### config.mk
export PLATFORM = sky130hd
export DESIGN_NAME = tt_scanner
export DESIGN_NICKNAME = d
export VERILOG_FILES = /design/src/rtl/tt_scanner.sv
export SDC_FILE = /design/constraint.sdc
export NUM_CORES = 1
export LEC_CHECK = 0
export CAP_MARGIN = 20
export CORE_UTILIZATION = 55
export DETAILED_ROUTE_END_ITERATION = 7
export DONT_BUFFER_PORTS = 1
export MAX_ROUTING_LAYER = met4
export PLACE_DENSITY = 0.77
export SYNTH_ARGS = -nofsm -noshare
export SYNTH_HDL_FRONTEND = slang
export SYNTH_SLANG_ARGS = --single-unit
### constraint.sdc
create_clock -name clk -period 4.4 [get_ports clk]
set_input_delay 1.1 -clock clk [delete_from_list [all_inputs] [get_ports clk]]
set_output_delay 1.1 -clock clk [all_outputs]
set_load 0.05 [all_outputs]
### src/rtl/tt_scanner.sv
// Exhaustive truth-table scanner for a 4-input combinational function.
// Drives all 16 vectors in order, samples s after SETTLE cycles, and compares the captured table.
// The captured table is exposed as truth_table because "table" is a reserved word.
module tt_scanner #(
  parameter int unsigned SETTLE = 1
) (
  input  logic        clk,
  input  logic        rst,
  input  logic        start,
  input  logic [15:0] expected,
  input  logic        s,
  output logic        x,
  output logic        y,
  output logic        w,
  output logic        z,
  output logic        busy,
  output logic        done,
  output logic [15:0] truth_table,
  output logic        match,
  output logic [4:0]  err_count,
  output logic [3:0]  first_err
);

  localparam int unsigned IDX_W = 4;
  localparam int unsigned TT_W  = 16;
  localparam int unsigned ERR_W = 5;

  typedef enum logic [1:0] {
    ST_IDLE,
    ST_SETTLE,
    ST_SAMPLE,
    ST_DONE
  } state_t;

  state_t             state, state_nxt;
  logic [IDX_W-1:0]   idx, idx_nxt;
  logic [IDX_W-1:0]   cnt, cnt_nxt;
  logic [TT_W-1:0]    table_nxt;
  logic [ERR_W-1:0]   err_nxt;
  logic [IDX_W-1:0]   first_nxt;

  // State and datapath registers
  always_ff @(posedge clk) begin
    if (rst) begin
      state       <= ST_IDLE;
      idx         <= '0;
      cnt         <= '0;
      truth_table <= '0;
      err_count   <= '0;
      first_err   <= '0;
    end else begin
      state       <= state_nxt;
      idx         <= idx_nxt;
      cnt         <= cnt_nxt;
      truth_table <= table_nxt;
      err_count   <= err_nxt;
      first_err   <= first_nxt;
    end
  end

  // Next-state and datapath update
  always_comb begin
    state_nxt = state;
    idx_nxt   = idx;
    cnt_nxt   = cnt;
    table_nxt = truth_table;
    err_nxt   = err_count;
    first_nxt = first_err;
    case (state)
      ST_IDLE, ST_DONE: begin
        if (start) begin
          state_nxt = ST_SETTLE;
          idx_nxt   = '0;
          cnt_nxt   = '0;
          table_nxt = '0;
          err_nxt   = '0;
          first_nxt = '0;
        end
      end
      ST_SETTLE: begin
        cnt_nxt = IDX_W'(cnt + IDX_W'(1));
        if (cnt == IDX_W'(SETTLE - 1)) begin
          state_nxt = ST_SAMPLE;
        end
      end
      ST_SAMPLE: begin
        table_nxt[idx] = s;
        if (s != expected[idx]) begin
          err_nxt = ERR_W'(err_count + ERR_W'(1));
          // Only the first miss of the scan records its index
          if (err_count == '0) begin
            first_nxt = idx;
          end
        end
        if (idx == IDX_W'(15)) begin
          state_nxt = ST_DONE;
        end else begin
          idx_nxt   = IDX_W'(idx + IDX_W'(1));
          cnt_nxt   = '0;
          state_nxt = ST_SETTLE;
        end
      end
      default: state_nxt = ST_IDLE;
    endcase
  end

  // Output decode; DONE keeps the last vector (idx==15) on the pins
  always_comb begin
    busy         = (state == ST_SETTLE) || (state == ST_SAMPLE);
    done         = (state == ST_DONE);
    {x, y, w, z} = (state == ST_IDLE) ? IDX_W'(0) : idx;
    match        = done && (truth_table == expected);
  end

endmodule

* Word-level counts from Yosys, hierarchy flattened
Index checks and enable logic that the tools add are counted.
Cells by class: add/subtract/negate cells 3, $mul 0, divide/modulo/power cells 0, magnitude comparators 2, equal/unequal tests 11, shifts and indexed selects 0, multiplexer cells 23, bitwise gates (word level) 0, reductions and logical operators 14
Operator list (count):
- $pmux W16 S2 | 1
- $mux W4 | 6
- $bwmux W16 | 1
- $eq A16 B16 Y1 | 1
- $mux W16 | 1
- $pmux W4 S2 | 2
- $pmux W4 S3 | 1
- $mux W5 | 2
- $ne A2 B2 Y1 const B | 5
- $pmux W5 S2 | 1
- $add A4 B1 Y4 const B | 2
- $mux W2 | 3
- $pmux W2 S3 | 1
- $reduce_and A2 Y1 | 3
- $reduce_and A3 Y1 | 2
- $add A5 B1 Y5 const B | 1
- $logic_not A5 Y1 | 1
- $lt A4 B5 Y1 const B | 1
- $bmux W1 S4 | 1
- $demux W1 S4 | 1
- $eq A2 B2 Y1 const B | 2
- $eq A4 B4 Y1 const B | 1
- $ge A4 B1 Y1 const B | 1
- $logic_not A4 Y1 | 1
- 9 further kinds | 11
Word-level totals: register bits after elaboration 35, latch bits 0, memory bits (writable) 0, memory bits (read-only) 0, output and inout bits 32, logic and storage cells 59, memories kept 0

* Logic depth before layout (Yosys ltp)
Gate-level depths: netlist of run 1.
depth in word-level cells 6, gate-level depth with buffers 8, mapped depth without buffers 8

* Worst setup path after synthesis of run 1
No wires, ideal clock.
path type in2out, start input expected[15], end output match, arrival 3.121 ns, required time 3.300 ns, path slack 0.179 ns, stages on the path 4, path through xor2_1 nor4_1 nand4_1 nor4_1
On the way: cells in the longest elaborated chain, start to end 2
Ends and longest elaborated chain:
- from (decl) | line 10 | input logic [15:0] expected,
- $eq A16 B16 Y1 | line 112 | match = done && (truth_table == expected);
- $logic_and A1 B1 Y1 | line 112
- to (decl) | line 19 | output logic match,
No other way between the ends.

* Final worst setup path of run 1
start input expected[0], end output match
Same word-level chain as after synthesis.

==> results_dict.tcl, run 1 <==
set metrics [dict create \
    outcome "completed" \
    crit_slowest_cell "nor4_1" \
    fin_crit_sh_pct 73.7 \
    finalPower_mw 0.691 \
    holdPathStages 2 \
    syn_area_um2 2450 \
    clkTransAtPathRegs_ns 0.07 \
    ctsRootBufferMaster "clkbuf_8" \
    vias 2174 \
    instances_no_fill 345 \
    crit_chain "xor2_1, nor4_1, nand4_1, nor4_2, buf_4" \
    placedCellCount 337 \
    grt-ovfl-total 0 \
    power.density_nw_per_um2 273 \
    p_leak_nw 0.855 \
    drt-pass1-iter-count 4 \
    wirelength_um 5860 \
    std_cell_rows 23 \
    syn_avg_cell_area_um2 8.01 \
    gp_congestion 0.810 \
    dpl.hpwl_um 4170 \
    finClkSkew_ns 0.00495 \
    synth_edf_count 0 \
    synthFlopType "dfxtp_1" \
    clk_latency_ns 0.29 \
    hp-start "cnt[1]$_SDFFE_PP0P_" \
    drive_above_1_share_pct 8.47 \
    start_kind "input port" \
    ir_drop_mv 0.182 \
    placed_cell_area_um2 2450 \
    grt_max_degree 38 \
    initial_utilization_pct 59.1 \
    htreeDepth 2 \
    multi_input_area_um2 1620 \
    fill_cells 396 \
    grt_use_total_pct 28.2 \
    yosysTopAreaCell "dfxtp_1" \
    finalSetupTns_ns 0 \
    io_buffers 0 \
    die_height_um 68.7 \
    finalSetupViolations 0 \
    die_w_um 68.7 \
    drv_cap 0 \
    design_area_um2 2530 \
    ios 52 \
    post_drt_wl_per_cell_um 17.0 \
    cts_resized 0 \
    critPathMaxFanout 2 \
    rr_startpoint "state[0]$_SDFFE_PP0P_" \
    slowest_delay_ns 0.30 \
    relSlewSlack_pct 28.2 \
    vias_per_cell 6.30 \
    hold_class "register to register" \
    ant_nets 0 \
    synth_nets 339 \
    nNetsFinal 327 \
    grt_pass1_vias 1971 \
    cts_hold_buffers 0 \
    layout_min_cycle_time_ns 3.24 \
    postCtsSetupBuffers 0 \
    endpoint_kind "primary output" \
    reg2reg_slack_ns 1.66 \
    timing.rr.end "err_count[4]$_SDFFE_PP0P_" \
    synthCells 306 \
    cp.arrival_ns 2.14 \
    hold_violations 0 \
    worstHoldEndpoint "cnt[1]$_SDFFE_PP0P_" \
    async_flop_share_pct 0 \
    synth.distinct_cells 47 \
    cts_tree "done" \
    drc_errors 0 \
    worstPathRequired_ns 3.30 \
    synthTopCellsByCount "35 x dfxtp_1, 31 x nand3_1, 25 x a21oi_1" \
    ys_warn_count 0 \
    clock_path_buffers 2 \
    core_area_um2 4140 \
    tightest_slew_ns 1.07 \
    layout_setup_ws_ns 1.16 \
    grt_pass1_wl_um 9590 \
    dp_slack_ns 1.17 \
    antenna_found_initial 0 \
    finalMaxSlewViolations 0 \
    cp_num_buf_inv 1 \
    max_freq_mhz 308 \
    synthTopCellsByArea "dfxtp_1 29%, ha_1 6.6%, nand3_1 6.3%" \
    n_antenna_cell 0 \
    ff_latch_area_um2 701 \
    rsz0062_at_grt "false" \
    synth-seq-cells 35 \
    r2r_cells 8 \
    dieArea_um2 4730 \
    yosysTopAreaCellShare_pct 28.6 \
    area_delta_synth_final_pct 3.22 \
    crit_family "simple AND/OR/NAND/NOR gates" \
    yosysMostFrequentCell "dfxtp_1" \
    yosysSeqAreaShare_pct 28.6 \
    clock_sinks 35 \
    numCtsBuffers 5 \
    critPathKind "input port to primary output" \
    drt-initial-drc-count 150 \
]
[cell usage in the layout (no fill, tap or decap), types with 3 or more instances in the layout]
cell,n
buf_4,3
nand3_1,31
clkbuf_8,5
a21boi_0,16
nand2_1,22
nor3b_1,5
xnor2_1,12
mux2i_1,8
a31oi_1,3
and3_1,3
inv_1,9
xor2_1,4
ha_1,13
nor2b_1,8
nand4_1,6
dfxtp_1,35
o31ai_2,3
or3_1,3
nor2_1,18
a21o_1,4
a211o_1,5
o21ai_0,20
a21oi_1,25
and2_1,3
[flip-flops by register name, indices dropped and copies added (netlist names)]
signal	count
first_err	4
state	2
truth_table	16
cnt	4
err_count	5
idx	4
[kinds of logic after synthesis]
kind of cell / after synthesis / share of synthesized area, %
and+or+nand+nor: 108 / 22.6
AOI/OAI and AO/OA: 89 / 24.5
xor gates and xnor gates: 16 / 5.72
muxes: 12 / 6.49
adders and majority gates: 13 / 6.64
buffers and inverters: 33 / 5.52
DFF: 35 / 28.6
[worst reg2reg max path, stage by stage (launching register included)]
cell,delay (ns)
dfxtp_1,0.41
inv_1,0.09
ha_1,0.69
o21ba_2,0.38
nand3_1,0.13
or3b_1,0.36
o211ai_1,0.30
nor3b_1,0.24
a21o_1,0.10
[layer usage]
metal	GRT usage (%)	wire length, µm
met1	36.8	2620
met2	43.6	2730
met3	7.07	454
met4	7.14	59
met5	-	0
[report_power, final]
part	leakage, nW	switching [mW]	internal [mW]
Combinational	0.530	0.0879	0.0464
Sequential	0.282	0.00657	0.321
Clock	0.0422	0.118	0.111
Total	0.855	0.212	0.479
[worst max path at each step]
stage,to,slack [ns],startpoint,cells past startpoint
floorplan,match,0.18,expected[15],4
global placement,match,1.21,expected[15],5
detailed placement,match,1.17,expected[0],5
CTS,match,1.17,expected[0],5
global route,match,1.04,expected[0],5
finish,match,1.16,expected[0],5
[per-stage QoR]
step	util [%]	hold slack, ns
2_1_floorplan	-	0.462
3_3_place_gp	59.1	0.471
3_5_place_dp	59.1	0.482
4_1_cts	61.0	0.493
5_1_grt	61.0	0.506
6_report	61.0	0.488
[cell type report]
type                    count  area share, %
clock buffers               7           3.02
clock inverters             1          0.198
repair buffers              3          0.891
flip-flops and latches     35           27.7
inverters                  11           1.63
multi-input cells         238           64.1
well taps                  50           2.47
Note: power is estimated with default switching activity, not from simulation.
==> run 2: changes to the inputs <==
clock period = 3.35 ns   (was 4.4 ns; I/O delays follow)
==> results_dict.tcl, run 2 (synthesis results as in run 1) <==
set metrics [dict create \
    outcome "completed" \
    grt_use_total_pct 28.9 \
    cts_resized 0 \
    layout_commonest_cell "dfxtp_1" \
    clk_latency_ns 0.29 \
    finalPower_mw 0.907 \
    ctsRootBufferMaster "clkbuf_8" \
    finalSetupTns_ns 0 \
    dieArea_um2 4730 \
    drt-initial-drc-count 176 \
    start_kind "register" \
    area_delta_synth_final_pct 7.81 \
    critPathMaxFanout 3 \
    hold_class "register to register" \
    r2r_cells 9 \
    layout_setup_ws_ns 0.649 \
    dp_slack_ns 0.610 \
    finalSetupViolations 0 \
    numCtsBuffers 5 \
    largest_register_ffs 16 \
    io_buffers 0 \
    p_leak_nw 0.936 \
    design_area_um2 2640 \
    fin_crit_sh_pct 80.6 \
    tightest_slew_ns 0.751 \
    endpoint_kind "primary output" \
    hold_violations 0 \
    largestRegisters "truth_table (16), err_count (5)" \
    clkTransAtPathRegs_ns 0.07 \
    htreeDepth 2 \
    n_antenna_cell 0 \
    hp-start "cnt[0]$_SDFFE_PP0P_" \
    grt_pass1_wl_um 9900 \
    drv_cap 0 \
    std_cell_rows 23 \
    clock_path_buffers 2 \
    dpl.hpwl_um 4290 \
    largest-register "truth_table" \
    relSlewSlack_pct 49.9 \
    core_area_um2 4140 \
    vias_per_cell 6.27 \
    die_height_um 68.7 \
    holdPathStages 2 \
    die_w_um 68.7 \
    placed_cell_area_um2 2560 \
    vias 2256 \
    ir_drop_mv 0.274 \
    rsz0062_at_grt "false" \
    critPathKind "register to primary output" \
    postCtsSetupBuffers 0 \
    cp.arrival_ns 1.86 \
    initial_utilization_pct 59.1 \
    grt-ovfl-total 0 \
    timing.rr.end "err_count[3]$_SDFFE_PP0P_" \
    wirelength_um 5960 \
    gp_congestion 0.868 \
    finalMaxSlewViolations 0 \
    rr_startpoint "state[0]$_SDFFE_PP0P_" \
    grt_pass1_vias 2030 \
    post_drt_wl_per_cell_um 16.6 \
    worstHoldEndpoint "cnt[0]$_SDFFE_PP0P_" \
    clock_sinks 35 \
    mostFrequentLayoutCells "35 x dfxtp_1, 31 x nand3_1, 25 x a21oi_1" \
    ios 52 \
    grt_max_degree 38 \
    layout_min_cycle_time_ns 2.70 \
    reg2reg_slack_ns 0.78 \
    drt-pass1-iter-count 5 \
    worstPathRequired_ns 2.51 \
    max_freq_mhz 370 \
    cts_tree "done" \
    drc_errors 0 \
    antenna_found_initial 0 \
    nNetsFinal 342 \
    power.density_nw_per_um2 343 \
    ant_nets 0 \
    cts_hold_buffers 0 \
    drive_above_1_share_pct 12.9 \
    finClkSkew_ns 0.00906 \
]
==> run 2: power by group <==
| part | total, mW | internal [mW] | switching (mW) |
|---|---|---|---|
| sequential | 0.430 | 0.422 | 0.00810 |
| combinational | 0.178 | 0.0635 | 0.114 |
| clock | 0.300 | 0.146 | 0.154 |
| total | 0.907 | 0.631 | 0.276 |
==> run 2: routing by layer <==
metal  share of wire (%)  up-vias  track usage [%]
li1                    -     1106                -
met1                  44     1049             40.0
met2                  47       90             42.3
met3                 7.2       11             6.58
met4                 1.5        0             7.40
met5                   0        -                -
==> run 2: worst max-delay path, stage by stage, from the launching register on <==
cell	delay, ns
dfxtp_1	0.70
xnor2_1	0.18
nand4_1	0.16
nor4_2	0.30
buf_4	0.24
==> run 2: layout make-up <==
class / instances / area [µm²]
well taps: 50 / 62.6
clock buffers: 7 / 76.3
clock inverters: 1 / 5.00
repair buffers: 18 / 135
fillers: 391 / 1500
multi-input cells: 238 / 1620
flip-flops and latches: 35 / 701
inverters: 11 / 41.3
==> run 2: stage by stage <==
step	instances	hold slack [ns]	utilization (%)
final	360	0.502	63.7
after detailed placement	352	0.486	61.8
after floorplan	306	0.462	-
after global placement	352	0.478	61.8
after CTS	360	0.496	63.7
after global routing	360	0.527	63.7
==> run 2: worst max-delay path by stage <==
stage,slack [ns],start,cells after the start,end
final,0.65,truth_table[3]$_SDFFE_PP0P_,4,match
after global routing,0.52,state[0]$_SDFFE_PP0P_,9,err_count[4]$_SDFFE_PP0P_
after CTS,0.65,expected[15],5,match
after detailed placement,0.61,expected[15],5,match
after global placement,0.71,expected[15],5,match
after floorplan,0.21,expected[15],4,match
==> run 3: changes to the inputs <==
PLACE_DENSITY = 0.8   (was 0.77)
clock period = 2.19 ns   (was 3.35 ns; I/O delays follow)
==> results_dict.tcl, run 3 (synthesis results as in run 1) <==
set metrics [dict create \
    outcome "completed" \
    relSlewSlack_pct 58.7 \
    endpoint_kind "primary output" \
    instances_no_fill 378 \
    finalMaxSlewViolations 0 \
    die_height_um 68.7 \
    use_met1_pct 37.7 \
    dieArea_um2 4730 \
    antenna_found_initial 0 \
    ctsRootBufferMaster "clkbuf_8" \
    drt-initial-drc-count 231 \
    vias_per_cell 6.28 \
    postCtsSetupBuffers 0 \
    p_leak_nw 1.07 \
    hold_class "input port to register" \
    clock_sinks 35 \
    post_drt_wl_per_cell_um 17.2 \
    initial_utilization_pct 59.1 \
    htreeDepth 2 \
    cts_hold_buffers 0 \
    grt_pass1_vias 2109 \
    critPathKind "register to primary output" \
    largestRegisters "truth_table (16), err_count (5)" \
    largest_register_ffs 16 \
    clock_path_buffers 2 \
    mostFrequentLayoutCells "36 x buf_4, 31 x nand3_1, 28 x dfxtp_1" \
    grt-ovfl-total 0 \
    ir_drop_mv 0.359 \
    cp-endpoint "match" \
    cts_tree "done" \
    tightest_slew_ns 0.618 \
    ios 52 \
    clk_latency_ns 0.30 \
    wirelength_um 6480 \
    grt_use_total_pct 29.9 \
    power.density_nw_per_um2 505 \
    die_w_um 68.7 \
    nNetsFinal 361 \
    top_usage_layer "met2" \
    clkTransAtPathRegs_ns 0.07 \
    std_cell_rows 23 \
    core_area_um2 4140 \
    rr_startpoint "idx[1]$_SDFFE_PP0P_" \
    finalSetupViolations 0 \
    numCtsBuffers 5 \
    io_buffers 0 \
    timing.rr.end "err_count[4]$_SDFFE_PP0P_" \
    drc_errors 0 \
    worstPathRequired_ns 1.64 \
    r2r_cells 6 \
    grt_util_met3_pct 8.39 \
    drv_cap 0 \
    layout_commonest_cell "buf_4" \
    reg2reg_slack_ns 0.09 \
    start_kind "register" \
    layout_min_cycle_time_ns 2.18 \
    critPathMaxFanout 2 \
    drive_above_1_share_pct 23.2 \
    cp.arrival_ns 1.64 \
    finClkSkew_ns 0.00990 \
    dpl.hpwl_um 4640 \
    max_freq_mhz 458 \
    vias 2373 \
    rsz0062_at_grt "true" \
    grt_max_degree 38 \
    gp_congestion 0.872 \
    hold_violations 0 \
    critPathLaunch "truth_table[15]$_SDFFE_PP0P_" \
    drt-pass1-iter-count 4 \
    placedCellCount 371 \
    n_antenna_cell 0 \
    fin_crit_sh_pct 99.7 \
    area_delta_synth_final_pct 16.9 \
    ant_nets 0 \
    grt_pass1_wl_um 10100 \
    use_met2_pct 46.3 \
    finalSetupTns_ns 0 \
    largest-register "truth_table" \
]
-- run 3: layer usage --
layer  share of wire, %  vias up  wire length, µm
li1                   -     1138                -
met1                 43     1137             2800
met2                 48       87             3120
met3                7.1       11              458
met4                1.7        0              111
met5                  0        -                0
-- run 3: worst min-delay path by stage --
stage,to,slack [ns],startpoint,cells past startpoint
2_1_floorplan,cnt[1]$_SDFFE_PP0P_,0.46,cnt[1]$_SDFFE_PP0P_,2
3_3_place_gp,cnt[0]$_SDFFE_PP0P_,0.47,cnt[0]$_SDFFE_PP0P_,2
3_5_place_dp,cnt[0]$_SDFFE_PP0P_,0.48,cnt[0]$_SDFFE_PP0P_,2
4_1_cts,truth_table[15]$_SDFFE_PP0P_,0.31,rst,1
5_1_grt,truth_table[0]$_SDFFE_PP0P_,0.30,rst,1
6_report,truth_table[0]$_SDFFE_PP0P_,0.32,rst,1
-- run 3: final cells by class --
cell class | instances | area [µm²]
sequential | 35 | 709
multi-input combinational | 238 | 1670
fill | 342 | 1280
tap | 50 | 62.6
clock inverter | 1 | 5.00
clock buffer | 6 | 82.6
timing repair buffer | 37 | 290
inverter | 11 | 41.3
-- run 3: timing repair --
item | 4_1_cts | 5_1_grt
resized for setup | 2 | 11
endpoints found under the setup margin | 1 | 12
pin swaps | 1 | 1
-- run 3: stage by stage --
step	util [%]	area, µm²	hold slack (ns)	setup WS [ns]	total power, mW
detailed placement	65.9	2730	0.482	0.0139	0.961
global route	69.1	2860	0.303	-0.0619	1.50
global placement	65.9	2730	0.474	0.0462	0.955
finish	69.1	2860	0.316	0.00715	1.45
CTS	68.2	2830	0.305	-0.0110	1.44
floorplan	-	2470	0.462	-0.110	0.902
-- run 3: where the power goes --
group	total (mW)	internal (mW)	switching (mW)	leakage [nW]
Combinational	0.302	0.114	0.188	0.734
Clock	0.486	0.247	0.240	0.0470
Sequential	0.658	0.646	0.0119	0.286
Total	1.45	1.01	0.440	1.07
-- run 3: worst max-delay path, stage by stage, from the launching register on --
cell     delay (ns)
dfxtp_2        0.34
xor2_2         0.15
nor4_2         0.27
nand4_1        0.18
nor4_4         0.22
buf_12         0.18
